<file path="config.mk">
export PLATFORM = sky130hd
export DESIGN_NAME = icache_direct
export DESIGN_NICKNAME = d
export VERILOG_FILES = /design/src/rtl/icache_direct.sv
export SDC_FILE = /design/constraint.sdc
export NUM_CORES = 2
export LEC_CHECK = 0
export ABC_AREA = 1
export ABC_CLOCK_PERIOD_IN_PS = 17300
export BUFFER_PORTS_ARGS = -buffer_cell sky130_fd_sc_hd__buf_4
export CORE_ASPECT_RATIO = 0.8
export CORE_MARGIN = 4
export CORE_UTILIZATION = 56
export DETAILED_ROUTE_END_ITERATION = 10
export PLACE_DENSITY = 0.77
export SYNTH_ARGS = -nofsm -noshare
export SYNTH_HDL_FRONTEND = slang
export SYNTH_SLANG_ARGS = --single-unit
</file>
<file path="constraint.sdc">
create_clock -name clk -period 17.3 [get_ports clk]
set_input_delay 0 -clock clk [delete_from_list [all_inputs] [get_ports clk]]
set_output_delay 0 -clock clk [all_outputs]
set_load 0.03 [all_outputs]
</file>
<file path="src/rtl/icache_direct.sv">
// Blocking direct-mapped instruction cache: AXI-lite read slave toward the IFU, AXI-lite read master toward memory.
// Optional hit/miss performance counters are compiled in with `define ICACHE_PERF_CNT_EN.
module icache_direct #(
    parameter int LINE_WORDS = 4,
    parameter int SETS       = 16,
    parameter int ADDR_W     = 64
) (
    input  logic              clk,
    input  logic              rst,
    input  logic              ifu_arvalid,
    output logic              ifu_arready,
    input  logic [ADDR_W-1:0] ifu_araddr,
    output logic              ifu_rvalid,
    input  logic              ifu_rready,
    output logic [1:0]        ifu_rresp,
    output logic [31:0]       ifu_rdata,
    output logic              mem_arvalid,
    input  logic              mem_arready,
    output logic [ADDR_W-1:0] mem_araddr,
    input  logic              mem_rvalid,
    output logic              mem_rready,
    input  logic [1:0]        mem_rresp,
    input  logic [31:0]       mem_rdata,
    input  logic              cache_inv
`ifdef ICACHE_PERF_CNT_EN
    ,
    input  logic              perf_clr,
    output logic [63:0]       perf_hit_cnt,
    output logic [63:0]       perf_miss_cnt
`endif
);

    localparam int OFF_W = $clog2(LINE_WORDS);
    localparam int IDX_W = $clog2(SETS);
    localparam int TAG_W = ADDR_W - OFF_W - IDX_W - 2;
    localparam logic [OFF_W-1:0] LAST_WORD = OFF_W'(LINE_WORDS - 1);

    typedef enum logic [2:0] {IDLE, LOOKUP, REFILL_AR, REFILL_R, RESP} state_t;

    state_t              state_q, state_d;
    logic [ADDR_W-3:0]   word_addr_q, word_addr_d;
    logic [OFF_W-1:0]    cnt_q, cnt_d;
    logic                err_q, err_d;
    logic                inv_pend_q, inv_pend_d;
    logic [SETS-1:0]     valid_q, valid_d;
    logic [1:0]          rresp_q, rresp_d;
    logic [31:0]         rdata_q, rdata_d;
    logic [ADDR_W-1:0]   mem_araddr_q, mem_araddr_d;
    logic                data_we, tag_we;

    logic [TAG_W-1:0]    tag_mem  [SETS];
    logic [31:0]         data_mem [SETS][LINE_WORDS];

    logic [OFF_W-1:0]    off;
    logic [IDX_W-1:0]    idx;
    logic [TAG_W-1:0]    tag;
    logic                hit, beat_err;
    logic                unused_addr_lsb;

    assign off = word_addr_q[OFF_W-1:0];
    assign idx = word_addr_q[OFF_W +: IDX_W];
    assign tag = word_addr_q[ADDR_W-3 -: TAG_W];
    assign hit = valid_q[idx] && (tag_mem[idx] == tag);
    assign beat_err = (mem_rresp != 2'b00);
    assign unused_addr_lsb = ^ifu_araddr[1:0];

    assign ifu_arready = (state_q == IDLE) && !inv_pend_q && !cache_inv;
    assign ifu_rvalid  = (state_q == RESP);
    assign mem_arvalid = (state_q == REFILL_AR);
    assign mem_rready  = (state_q == REFILL_R);
    assign mem_araddr  = mem_araddr_q;
    assign ifu_rresp   = rresp_q;
    assign ifu_rdata   = rdata_q;

    always_comb begin
        // NOTE: every variable gets a default before the case so no path infers a latch.
        state_d      = state_q;
        word_addr_d  = word_addr_q;
        cnt_d        = cnt_q;
        err_d        = err_q;
        valid_d      = valid_q;
        rresp_d      = rresp_q;
        rdata_d      = rdata_q;
        mem_araddr_d = mem_araddr_q;
        inv_pend_d   = inv_pend_q | cache_inv;
        data_we      = 1'b0;
        tag_we       = 1'b0;

        case (state_q)
            IDLE: begin
                if (inv_pend_q) begin
                    valid_d    = '0;
                    inv_pend_d = cache_inv;
                end else if (ifu_arvalid && ifu_arready) begin
                    word_addr_d = ifu_araddr[ADDR_W-1:2];
                    state_d     = LOOKUP;
                end
            end
            LOOKUP: begin
                if (hit) begin
                    rdata_d = data_mem[idx][off];
                    rresp_d = 2'b00;
                    state_d = RESP;
                end else begin
                    // The line is about to be overwritten, so it must not hit until refill succeeds.
                    valid_d[idx] = 1'b0;
                    cnt_d        = '0;
                    err_d        = 1'b0;
                    rresp_d      = 2'b00;
                    mem_araddr_d = {word_addr_q[ADDR_W-3:OFF_W], {OFF_W{1'b0}}, 2'b00};
                    state_d      = REFILL_AR;
                end
            end
            REFILL_AR: begin
                if (mem_arready) state_d = REFILL_R;
            end
            REFILL_R: begin
                if (mem_rvalid) begin
                    data_we = 1'b1;
                    err_d   = err_q | beat_err;
                    if (cnt_q == off) rdata_d = mem_rdata;
                    if (beat_err && !err_q) rresp_d = mem_rresp;
                    if (cnt_q == LAST_WORD) begin
                        state_d = RESP;
                        if (!err_q && !beat_err && !inv_pend_q && !cache_inv) begin
                            valid_d[idx] = 1'b1;
                            tag_we       = 1'b1;
                        end
                    end else begin
                        cnt_d        = cnt_q + 1'b1;
                        mem_araddr_d = {word_addr_q[ADDR_W-3:OFF_W], cnt_d, 2'b00};
                        state_d      = REFILL_AR;
                    end
                end
            end
            RESP: begin
                if (ifu_rready) state_d = IDLE;
            end
            default: state_d = IDLE;
        endcase
    end

    // Reset leaves an invalidate pending, which holds arready low while rst is asserted.
    always_ff @(posedge clk or posedge rst) begin
        if (rst) begin
            state_q      <= IDLE;
            word_addr_q  <= '0;
            cnt_q        <= '0;
            err_q        <= 1'b0;
            inv_pend_q   <= 1'b1;
            valid_q      <= '0;
            rresp_q      <= 2'b00;
            rdata_q      <= '0;
            mem_araddr_q <= '0;
        end else begin
            state_q      <= state_d;
            word_addr_q  <= word_addr_d;
            cnt_q        <= cnt_d;
            err_q        <= err_d;
            inv_pend_q   <= inv_pend_d;
            valid_q      <= valid_d;
            rresp_q      <= rresp_d;
            rdata_q      <= rdata_d;
            mem_araddr_q <= mem_araddr_d;
        end
    end

    // NOTE: tag and data arrays are not reset; the valid bits alone decide whether their contents mean anything.
    always_ff @(posedge clk) begin
        if (data_we) data_mem[idx][cnt_q] <= mem_rdata;
        if (tag_we)  tag_mem[idx] <= tag;
    end

`ifdef ICACHE_PERF_CNT_EN
    logic [63:0] perf_hit_q, perf_hit_d, perf_miss_q, perf_miss_d;
    logic        hit_evt, miss_evt;

    assign hit_evt  = (state_q == LOOKUP) && hit;
    assign miss_evt = (state_q == LOOKUP) && !hit;

    always_comb begin
        perf_hit_d  = perf_clr ? '0 : perf_hit_q + 64'(hit_evt);
        perf_miss_d = perf_clr ? '0 : perf_miss_q + 64'(miss_evt);
    end

    always_ff @(posedge clk or posedge rst) begin
        if (rst) begin
            perf_hit_q  <= '0;
            perf_miss_q <= '0;
        end else begin
            perf_hit_q  <= perf_hit_d;
            perf_miss_q <= perf_miss_d;
        end
    end

    assign perf_hit_cnt  = perf_hit_q;
    assign perf_miss_cnt = perf_miss_q;
`endif

endmodule

</file>
## Word-level counts from Yosys, hierarchy flattened

Memory sizes are Yosys's and may differ from the RTL's.
Cells that the tools add are included.

- Flip-flop bits (word level): 183
- Memory bits (writable): 2944
- Bits of input ports: 105
- Output and inout bits: 102
- Memories: 2
- Logic and storage cells: 123

Memory list:

| memory | words | width | read ports | clocked after Yosys merged registers in | write ports | line | RTL |
|---|---|---|---|---|---|---|---|
| data_mem | 16 | 128 | 1 | 0 | 1 | 52 | `logic [31:0] data_mem [SETS][LINE_WORDS];` |
| tag_mem | 16 | 56 | 1 | 0 | 1 | 51 | `logic [TAG_W-1:0] tag_mem [SETS];` |

- Eq/ne operators: 20
- Reductions and logical operators: 25
- Add/subtract/negate cells: 1
- Bitwise logic cells: 8
- Mux-type cells: 53
- $lt $le $gt $ge: 5

Operator list:

| kind | count |
|---|---|
| two-way mux 32 bit | 6 |
| two-way mux 64 bit | 3 |
| two-way mux 128 bit | 1 |
| one-hot mux 64 bit (2 select lines) | 1 |
| two-way mux 16 bit | 5 |
| binary-select mux 32 bit (select 2 bit) | 1 |
| demux 32 bit (select 2 bit) | 1 |
| one-hot mux 32 bit (2 select lines) | 1 |
| equality test 56 bit | 1 |
| one-hot mux 16 bit (3 select lines) | 1 |
| two-way mux 3 bit | 7 |
| AND 16 bit | 1 |
| inverter 16 bit | 1 |
| bitwise OR 16 bit | 1 |
| two-way mux 1 bit | 15 |
| one-hot mux 3 bit (5 select lines) | 1 |
| inequality test 2 x 1 -> 1 bit, second input constant | 7 |
| inequality test 2 bit, second input constant | 6 |
| logical AND 1 bit | 10 |
| two-way mux 2 bit | 5 |
| AND reduction 3 bit | 3 |
| one-hot mux 2 bit (2 select lines) | 2 |
| AND reduction 4 bit | 2 |
| equality test 3 x 2 -> 1 bit, second input constant | 2 |
| 21 further kinds | 28 |

## Longest topological paths before layout

- Depth after elaboration: 11
- Depth in mapped cells: 23
- Depth with buffers taken out: 20

## Least setup slack after synthesis

Ideal clock, no wire load.

- Kind: flip-flop to flip-flop
- From: register word_addr_q[2]
- To: memory tag_mem[8][0] in the netlist's numbering, enable pin
- Setup slack: 10.854 ns
- Path buffers: 5
- Cell stages (with the launch flop): 11
- Library setup time: 0.539 ns
- Clock period less this slack: 6.446 ns
- Data arrival time: 5.907 ns
- Cells stage by stage: dfrtp_1 buf_4 nor2_2 buf_2 buf_2 buf_1 buf_2 inv_1 nor2_1 inv_1 nor3_1

RTL lines:

| item | line | RTL |
|---|---|---|
| start, declared | 41 | `logic [ADDR_W-3:0] word_addr_q, word_addr_d;` |
| start signal, assigned | 157 | `word_addr_q <= word_addr_d;` |
| end, declared | 51 |  |

Straight into the memory's write port.

## Final worst setup path

- From: register word_addr_q[3]
- To: register mem_araddr_q[29], in the netlist mem_araddr[29]

- Word-level cells in the longest chain between the ends: 5
- Elaborated cells between the ends (all ways): 7

Ends and longest elaborated chain:

| item | line | RTL |
|---|---|---|
| memory read (16 x 56 bit) / binary-select mux 1 bit (select 4 bit) (equally long branches) | -- |  |
| equality test 56 bit / two-way mux 1 bit (equally long branches) | 63 | `assign hit = valid_q[idx] && (tag_mem[idx] == tag);` |
| logical AND 1 bit * | 63 |  |
| inequality test 2 bit (no source line) * | -- |  |
| AND reduction 4 bit (no source line) * | -- |  |
| end signal, assigned | 164 | `mem_araddr_q <= mem_araddr_d;` |
| end, declared | 48 | `logic [ADDR_W-1:0] mem_araddr_q, mem_araddr_d;` |

Every way passes the cells marked *; elsewhere a longest branch is shown, timed or not. The select of a mux whose other input is x is not followed.
A chain may end at the register's enable or synchronous reset.

==> out/metrics.csv <==
stage,metric,value,unit
logic_synthesis,Synth top cells by count,"nand2_1, edfxtp_1, a22oi_1",
global_route,all-layer global routing usage,30.6,%
run,max_cap viols,0,
sta,Hold WS,0.0612,ns
detailed_routing,via count,80200,
logic_synthesis,post-synth top area share,73.4,%
sta,setup ws final,8.63,ns
floorplan,die area,223000,um2
floorplan,placeable core area,213000,um2
place,DP HPWL,174000,um
sta,min Tclk post-route,8.67,ns
place,I/O Buffers,202,
setup_path,Crit Path Class,flop to flop,
clocking,CTS resizes,0,
logic_synthesis,most common cell in the netlist,nand2_1,
global_route,GRT Max-Usage Layer,met2,
clocking,clk slew on worst S/H paths,0.08,ns
power_and_ir_drop,Max VDD drop,0.164,mV
logic_synthesis,Synth Instances,9031,
clocking,Worst-Skew Late Latency,0.97,ns
global_route,GR Util met2,46.1,%
final_layout,"Area growth, synth to finish",13.4,%
global_route,met3 usage,9.52,%
sta,RSZ-0062 raised after global routing,false,
logic_synthesis,top_reg_cell synth,edfxtp_1,
sta,Max Freq,0.115,GHz
logic_synthesis,"Avg Cell Area, Syn",13.3,um2
detailed_routing,vias per cell,6.45,
global_route,vias in the first global route,77700,
clocking,CTS buffer count,305,
clocking,hold buffer count at cts,191,
clocking,"Setup Fix Bufs, Post-CTS",0,
sta,fin crit share,50.1,%
setup_path,R2R depth,21,
sta,final number of max-transition violations,0,
setup_path,CP Capture Type,flop,
floorplan,Die Wd,527,um
logic_synthesis,post-synthesis sequential area ratio,77.1,%
detailed_routing,WL final,349000,um
global_route,met1 usage,41.3,%
logic_synthesis,synth warn,0,
logic_synthesis,"Cell Area, Synth",120000,um2
detailed_routing,DRT antenna net count,0,
setup_path,worst-path fanout max,81,
place,Area after DPL,125000,um2
final_layout,final instance area,137000,um2
detailed_routing,wire length per cell,28.1,um
clocking,htree depth,5,
floorplan,Starting Density,56.6,%
detailed_routing,Residual DRC,0,
place,Placer Congestion,0.855,
global_route,GRT Residual Overflow,0,
floorplan,io pins,207,
logic_synthesis,cell accounting for the most synthesized area,edfxtp_1,
sta,final setup violation count,0,
clocking,CTS tree,yes,
logic_synthesis,ys async rst share,5.73,%
logic_synthesis,Post-synth EDFFs,2944,
power_and_ir_drop,leakage,48.4,nW
global_route,initial antenna violation count,15,
detailed_routing,DRT iter0 DRCs,13200,
place,Setup Slack @ Placement,9.12,ns
clocking,clk root buf,clkbuf_16,
min_path,hold crit path type,input pin to flop,
final_layout,layout cells sized above 1,9.37,%
power_and_ir_drop,pwr/cell area,166,nW/um2
sta,Layout Skew,0.104,ns
clocking,clock buffer depth,4,
sta,final setup TNS,0,ns
setup_path,Arrival @ worst endpoint,9.55,ns
sta,final hold violation count,0,
logic_synthesis,post-synthesis sequential element count,3123,
min_path,Hold Path Depth,4,
setup_path,CP required,18.18,ns
sta,Slew @ Worst Pin,1.26,ns
sta,Rel. slew slack,15.9,%
global_route,first-pass GRT wire length,503000,um
clocking,CTS sink cnt,3123,
setup_path,Critical Path Start Type,flop,
global_route,largest net degree at the start of global routing,169,
floorplan,row count,151,
detailed_routing,drt first pass iters,7,
final_layout,final net count,9491,
run_status,outcome,"complete, no violations",
logic_synthesis,post-synth cell types,35,
floorplan,chip height,423,um
logic_synthesis,Area contributors post-synth,"edfxtp_1, nand2_1, a22oi_1",
## routing by layer
layer	vias to the layer above	part of all wire [%]
li1	33700	-
met1	38600	35
met2	6617	45
met5	-	0.044
met4	6	5.1
met3	1225	16
## logic make-up after synthesis
group	share of synthesized area [%]
flops	77.1
fa+ha+maj	0.0415
xor+xnor	0.0145
simple gates	12.3
compound gates	8.55
other cells	0.00311
buf+inv	2.00
## where the power goes
group          total [mW]  switching, mW  internal, mW
registers            9.29          0.530          8.76
clock network        6.27           2.72          3.56
logic                7.06           5.20          1.86
## area by class of cell
cell class / instances / area, um2
sequential: 3123 / 92900
fill: 14100 / 76300
multi-input combinational: 5315 / 25800
clock buffer: 380 / 8130
timing repair buffer: 572 / 4850
tap: 2830 / 3540
clock inverter: 139 / 1090
inverter: 65 / 282
antenna: 11 / 27.5
## worst max-delay path, cell delays in order (launching register included)
cell and delay [ns]:
dfrtp_4 0.74, buf_4 0.78, inv_6 0.45, nor2_4 0.45, buf_4 0.54, buf_4 0.71, buf_4 0.64, nand2_1 0.13
nand3_1 0.14, nand2_1 0.06, nand2_1 0.12, o21ai_0 0.08, nand2_1 0.10, nand2_1 0.05, nor2_1 0.19, nand3_1 0.30
nor2_1 0.31, nand3_4 0.85, nand3_2 0.94, buf_4 0.49, nand2_1 0.16, nand2_1 0.11
## final timing paths
| check | startpoint | endpoint | slack [ns] |
|---|---|---|---|
| worst min-delay path | ifu_arvalid | word_addr_q[40]$_DFFE_PP0P_ | 0.06 |
| max in group asynchronous | rst | word_addr_q[2]$_DFFE_PP0P_ | 15.09 |
| min in group asynchronous | rst | ifu_rdata[6]$_DFFE_PP0P_ | 0.52 |
| worst min register to register | ifu_rdata[2]$_DFFE_PP0P_ | ifu_rdata[2]$_DFFE_PP0P_ | 0.47 |
| worst max-delay path | word_addr_q[3]$_DFFE_PP0P_ | mem_araddr[29]$_DFFE_PP0P_ | 8.63 |
| worst max register to register | word_addr_q[3]$_DFFE_PP0P_ | mem_araddr[29]$_DFFE_PP0P_ | 8.63 |
## placed cells by master, fill, tap and decap left out, types with 4 or more instances in the layout
cell type / synthesis / routed
buf_4: 11 / 375
buf_12: 0 / 6
clkinvlp_4: 0 / 6
clkinv_1: 4 / 59
nor2_4: 1 / 70
nand3_1: 206 / 206
nor2_1: 206 / 138
a221oi_1: 25 / 25
nor3_2: 0 / 16
inv_6: 0 / 8
inv_8: 0 / 4
a31oi_1: 109 / 109
o21bai_1: 43 / 43
dlygate4sd3_1: 0 / 191
diode_2: 0 / 11
or2_2: 5 / 5
clkbuf_16: 0 / 311
inv_1: 56 / 53
clkinv_2: 0 / 47
nor4_1: 25 / 24
nand4_1: 75 / 75
o21ai_1: 5 / 5
nand2_1: 3123 / 3118
bufinv_16: 0 / 16
a22oi_1: 868 / 868
ha_1: 4 / 4
a21oi_1: 403 / 403
dfrtp_1: 178 / 174
clkbuf_1: 335 / 60
inv_2: 5 / 4
edfxtp_1: 2944 / 2944
clkbuf_8: 0 / 8
o21ai_0: 80 / 80
nor3_1: 114 / 98
inv_4: 0 / 5
o2111ai_1: 7 / 7
## state kept, by name (all words and copies together) (netlist names)
signal,flops
word_addr_q,62
inv_pend_q,1
cnt_q,1
ifu_rresp,2
ifu_rdata,32
err_q,1
tag_mem,896
valid_q,16
data_mem,2048
state_q,3
mem_araddr,61
## stage by stage
step,utilization (%),cells,total power [mW]
finish,64.2,12400,22.6
global placement,58.9,11700,15.9
global route,64.2,12400,23.4
floorplan,-,9032,13.4
CTS,64.1,12400,22.3
detailed placement,58.9,11700,16.0
Power figures use the tool's default switching activity.
